**src/rtl/regfile_snapshot.sv**
```systemverilog
// regfile_snapshot
// Debug snapshot reader for the unicycle core's register file. A start
// request walks register addresses 0..NUM_REGS-1 over one read port. Each
// value is captured and then streamed out as an address/data beat over a
// valid/ready handshake.
//
// Optional feature: define SNAPSHOT_CHECKSUM_EN to append a checksum beat.
// That beat carries the modulo-2^DATA_W sum of all captured values and
// asserts out_sum.
//
// Ports:
//   clk, rst        clock; asynchronous active-high reset
//   start           level request, sampled only while idle
//   busy            high whenever a snapshot is in progress
//   done            one-cycle pulse after the final beat is accepted
//   rf_read_addr    register-file read address (equals idx)
//   rf_read_data    combinational read data for rf_read_addr
//   out_valid       beat available
//   out_ready       sink accepts the beat
//   out_data        captured register value (or checksum)
//   out_addr        register index of the current beat
//   out_last        final beat of the snapshot
//   out_sum         checksum beat marker (SNAPSHOT_CHECKSUM_EN only)
module regfile_snapshot #(
  parameter int DATA_W   = 16,
  parameter int ADDR_W   = 3,
  parameter int NUM_REGS = 8
) (
  input  logic              clk,
  input  logic              rst,
  input  logic              start,
  output logic              busy,
  output logic              done,
  output logic [ADDR_W-1:0] rf_read_addr,
  input  logic [DATA_W-1:0] rf_read_data,
  output logic              out_valid,
  input  logic              out_ready,
  output logic [DATA_W-1:0] out_data,
  output logic [ADDR_W-1:0] out_addr,
`ifdef SNAPSHOT_CHECKSUM_EN
  output logic              out_sum,
`endif
  output logic              out_last
);

  typedef enum logic [1:0] {
    IDLE,
    READ,
    SEND,
    DONE
  } state_t;

  localparam logic [ADDR_W-1:0] LAST_IDX = ADDR_W'(NUM_REGS - 1);

  state_t            state, state_nxt;
  logic [ADDR_W-1:0] idx, idx_nxt;
  logic              at_last;
  logic              handshake;

  assign at_last      = (idx == LAST_IDX);
  assign handshake    = out_valid && out_ready;
  assign rf_read_addr = idx;

`ifdef SNAPSHOT_CHECKSUM_EN
  // sum_phase marks the extra READ/SEND pass that emits the checksum instead
  // of a register, so the four-state walk is reused for the trailing beat.
  logic              sum_phase, sum_phase_nxt;
  logic [DATA_W-1:0] sum;
`endif

  always_ff @(posedge clk or posedge rst) begin
    if (rst) begin
      state <= IDLE;
      idx   <= '0;
`ifdef SNAPSHOT_CHECKSUM_EN
      sum_phase <= 1'b0;
`endif
    end else begin
      state <= state_nxt;
      idx   <= idx_nxt;
`ifdef SNAPSHOT_CHECKSUM_EN
      sum_phase <= sum_phase_nxt;
`endif
    end
  end

  always_comb begin
    state_nxt = state;
    idx_nxt   = idx;
    busy      = (state != IDLE);
    done      = 1'b0;
    out_valid = 1'b0;
    out_last  = 1'b0;
`ifdef SNAPSHOT_CHECKSUM_EN
    sum_phase_nxt = sum_phase;
    out_sum       = 1'b0;
`endif
    case (state)
      IDLE: begin
        idx_nxt = '0;
        if (start) begin
          state_nxt = READ;
`ifdef SNAPSHOT_CHECKSUM_EN
          sum_phase_nxt = 1'b0;
`endif
        end
      end
      READ: begin
        state_nxt = SEND;
      end
      SEND: begin
        out_valid = 1'b1;
`ifdef SNAPSHOT_CHECKSUM_EN
        out_last = sum_phase;
        out_sum  = sum_phase;
        if (handshake) begin
          if (sum_phase) begin
            state_nxt = DONE;
          end else if (at_last) begin
            sum_phase_nxt = 1'b1;
            state_nxt     = READ;
          end else begin
            idx_nxt   = idx + 1'b1;
            state_nxt = READ;
          end
        end
`else
        out_last = at_last;
        if (handshake) begin
          if (at_last) begin
            state_nxt = DONE;
          end else begin
            idx_nxt   = idx + 1'b1;
            state_nxt = READ;
          end
        end
`endif
      end
      DONE: begin
        done      = 1'b1;
        idx_nxt   = '0;
        state_nxt = IDLE;
      end
      default: begin
        state_nxt = IDLE;
      end
    endcase
  end

  // Capture path: out_data/out_addr only change on READ edges, which keeps
  // them stable for the whole SEND stall.
  always_ff @(posedge clk or posedge rst) begin
    if (rst) begin
      out_data <= '0;
      out_addr <= '0;
`ifdef SNAPSHOT_CHECKSUM_EN
      sum <= '0;
`endif
    end else begin
`ifdef SNAPSHOT_CHECKSUM_EN
      if (state == IDLE && start) begin
        sum <= '0;
      end
      if (state == READ) begin
        if (sum_phase) begin
          out_data <= sum;
          out_addr <= '0;
        end else begin
          out_data <= rf_read_data;
          out_addr <= idx;
          sum      <= sum + rf_read_data;
        end
      end
`else
      if (state == READ) begin
        out_data <= rf_read_data;
        out_addr <= idx;
      end
`endif
    end
  end

endmodule

```
**config.mk**
```make
export PLATFORM = sky130hd
export DESIGN_NAME = regfile_snapshot
export DESIGN_NICKNAME = d
export VERILOG_FILES = /design/src/rtl/regfile_snapshot.sv
export SDC_FILE = /design/constraint.sdc
export NUM_CORES = 1
export LEC_CHECK = 0
export ABC_AREA = 1
export BUFFER_PORTS_ARGS = -buffer_cell sky130_fd_sc_hd__buf_2
export CAP_MARGIN = 20
export CORE_AREA = 2 2 60 62
export DETAILED_ROUTE_END_ITERATION = 16
export DIE_AREA = 0 0 62 64
export PLACE_DENSITY = 0.59
export SYNTH_ARGS = -nofsm -noshare
export SYNTH_HDL_FRONTEND = slang
export SYNTH_SLANG_ARGS = --single-unit
```
**constraint.sdc**
```tcl
create_clock -name clk -period 1.5 [get_ports clk]
set_input_delay 0.075 -clock clk [delete_from_list [all_inputs] [get_ports clk]]
set_output_delay 0.075 -clock clk [all_outputs]
set_load 0.01 [all_outputs]
```
==> metrics.txt <==
status completed; Die ar. 3968 µm²; critical path class reg2out; worst r2r path cells 4; total gr overflow 0; Via-to-Cell Ratio 4.160; r2r endpoint out_data[13]; largest family of logic cells by synthesized area multiplexers; Area Growth Syn to Fin 47.72%; synth top area cells dfrtp_1, mux2_4, mux2_2, ha_1, nand2_1; RSZ-0062 raised after global routing false; r2r setup slk 110 ps; antenna viol nets, final 0; Slew HR 82.22%; Final Max Slew Viols 0; mux cell area share after synthesis 22.36%; routed vias 857; 1st-iter DRT viols 28; n_diodes 0; critical path required time 1420 ps; Least-Margin Pin Slew 266.4 ps; Synth Area in Compound Gates 0.8899%; period utilisation layout 94.08%; drt first pass iters 4; Maximum Capacitance Violations 0; hold path depth 6; hpwl dp 1.622 mm; clock buffer depth 2; largest net degree at the start of global routing 20; Max IR drop VDD 0.7692 mV; WP data arrival 1340 ps; Layout Nets 188; Placed Instances 181; leading area contributor after synthesis dfrtp_1; die span in x 62 µm; initial antenna violation count 0; Mapped Nets 117; Yosys warning count 0; WL final 2.352 mm; Crit Reg-Reg Startpoint state[1]; commonest non-fill, non-tap cell in the layout buf_2; commonest cells after routing, fill and taps aside buf_2, dfrtp_1, nand2_1, dlygate4sd3_1, inv_1; Post-Syn Instances 90; PwrDens 2000 nW/µm²; port bufs 45; critical path capture point type output pin; Reg clk slew, reported paths 120 ps; Switching Share 34.92%; clock share of power 13.4%; hold path start start; Die Ht 64 µm; vias in the first global route 892; clk sinks 24; num rows 21; register area share after synthesis 53.39%; FF+latch count, synth 24; clock tree root driver cell clkbuf_4; H-tree depth 1; wire per inst 11.42 µm; final setup vio count 0; TritonCTS clock tree done; cell leakage power 0.9113 nW; Worst-Skew Late Latency 300 ps; fmax 708.6 MHz; combinational share of power 52.0%; Syn Std Cell Area 1125 µm²; sequential power share 34.6%; Hold WC Path Type in2reg; Final min period 1411 ps; crit path max fanout 2; GR Util All Layers 12.26%; DRC 0; Clock Skew 3.216 ps; global-route wire length before repair 3.712 mm; setup TNS 0 ps; final hold vios 0; Setup crit start kind register; Hold EP state[1]; Post-Synth Simple-Gate Area 8.788%; top-area cell type share of the netlist area 53.39%; total CTS buffers 3; non-filler cells, final 206; Placer Congestion 0.7354; post-synthesis adder-cell area fraction 7.786%; I/O pin count 46; initial core utilization 34.25%; Syn Area/Cell 12.50 µm²; xor-xnor portion of the synthesized cell area 0%; NetSw 1.160 mW; share of cells above drive strength 1 48.13%; cell-internal power 2.163 mW; Core ar. 3284 µm²; Yosys cell types 12
==> cell families (layout without fill, tap and decap cells) <==
kind of cell	after synthesis	in the layout
AOI/OAI and AO/OA	2	2
buffers and inverters	14	84
and+or+nand+nor	24	24
adders and majority gates	7	7
muxes	19	19
DFF	24	24
==> cells in the mapped netlist <==
master    n
o21ai_0   2
mux2_2    9
ha_1      7
inv_1    12
buf_6     1
buf_12    1
nand4_1   3
mux2_4   10
nand3_1   1
dfrtp_1  24
nand2_1  18
nor2_1    2
==> state kept, by name, summed over array words and instances (netlist names) <==
name / flops
out_data: 16
rf_read_addr: 3
state: 2
out_addr: 3
==> what timing repair did <==
action,CTS,global route
resized for setup,2,1
hold buffers,17,0
setup endpoints to repair,1,4
gates cloned,0,0
setup buffers,3,1
pin swaps,0,1
endpoints found under the hold margin,40,0
==> layer usage <==
layer	routed length, µm	share of wire (%)	GRT usage (%)	vias to the layer above
met5	0	0	0	-
li1	-	-	-	433
met2	1062	45	20.44	37
met1	1107	47	15.53	385
met4	13	0.55	4.787	0
met3	168	7.1	1.619	2
==> critical path, stage by stage (launching register included) <==
cell and delay (ps):
dfrtp_1 420, ha_1 200, ha_1 190, nand2_2 60, inv_1 40, buf_2 130
==> power groups by stage <==
stage	clock, mW	sequential, mW	combinational, mW
after floorplan	0	1.30	1.02
after global routing	0.494	1.19	1.93
after global placement	0	1.16	1.60
after CTS	0.464	1.15	1.76
after detailed placement	0	1.19	1.63
final	0.445	1.15	1.73
==> area by class of cell <==
class                           count  area, µm²
Fill cell                         295       1623
Sequential cell                    24      600.6
Multi-Input combinational cell     52      452.9
Timing Repair Buffer               68      452.9
Tap cell                           46      57.56
Inverter                           12      45.04
Clock inverter                      1      30.03
Clock buffer                        3      22.52
==> how the worst max path moves through the flow <==
stage                         start  slack, ps            to
floorplan                  state[1]        140  out_data[10]
global placement           state[1]        130   out_addr[1]
detailed placement         state[1]         70  out_data[13]
CTS                 rf_read_addr[0]          3      out_last
global route        rf_read_addr[0]         20      out_last
finish              rf_read_addr[0]         90      out_last
==> per-stage QoR <==
stage	power [mW]	worst slack, ps	utilization, %	area [µm²]	hold WS [ps]
after CTS	3.370	2.827	50.36	1654	161.3
final	3.324	88.73	50.59	1662	169.9
after global routing	3.616	19.30	50.59	1662	209.1
after floorplan	2.323	140.2	-	1125	89.62
after detailed placement	2.815	66.87	42.74	1404	9.489
after global placement	2.765	134.4	42.74	1404	10.88
Power figures use the tool's default switching activity.
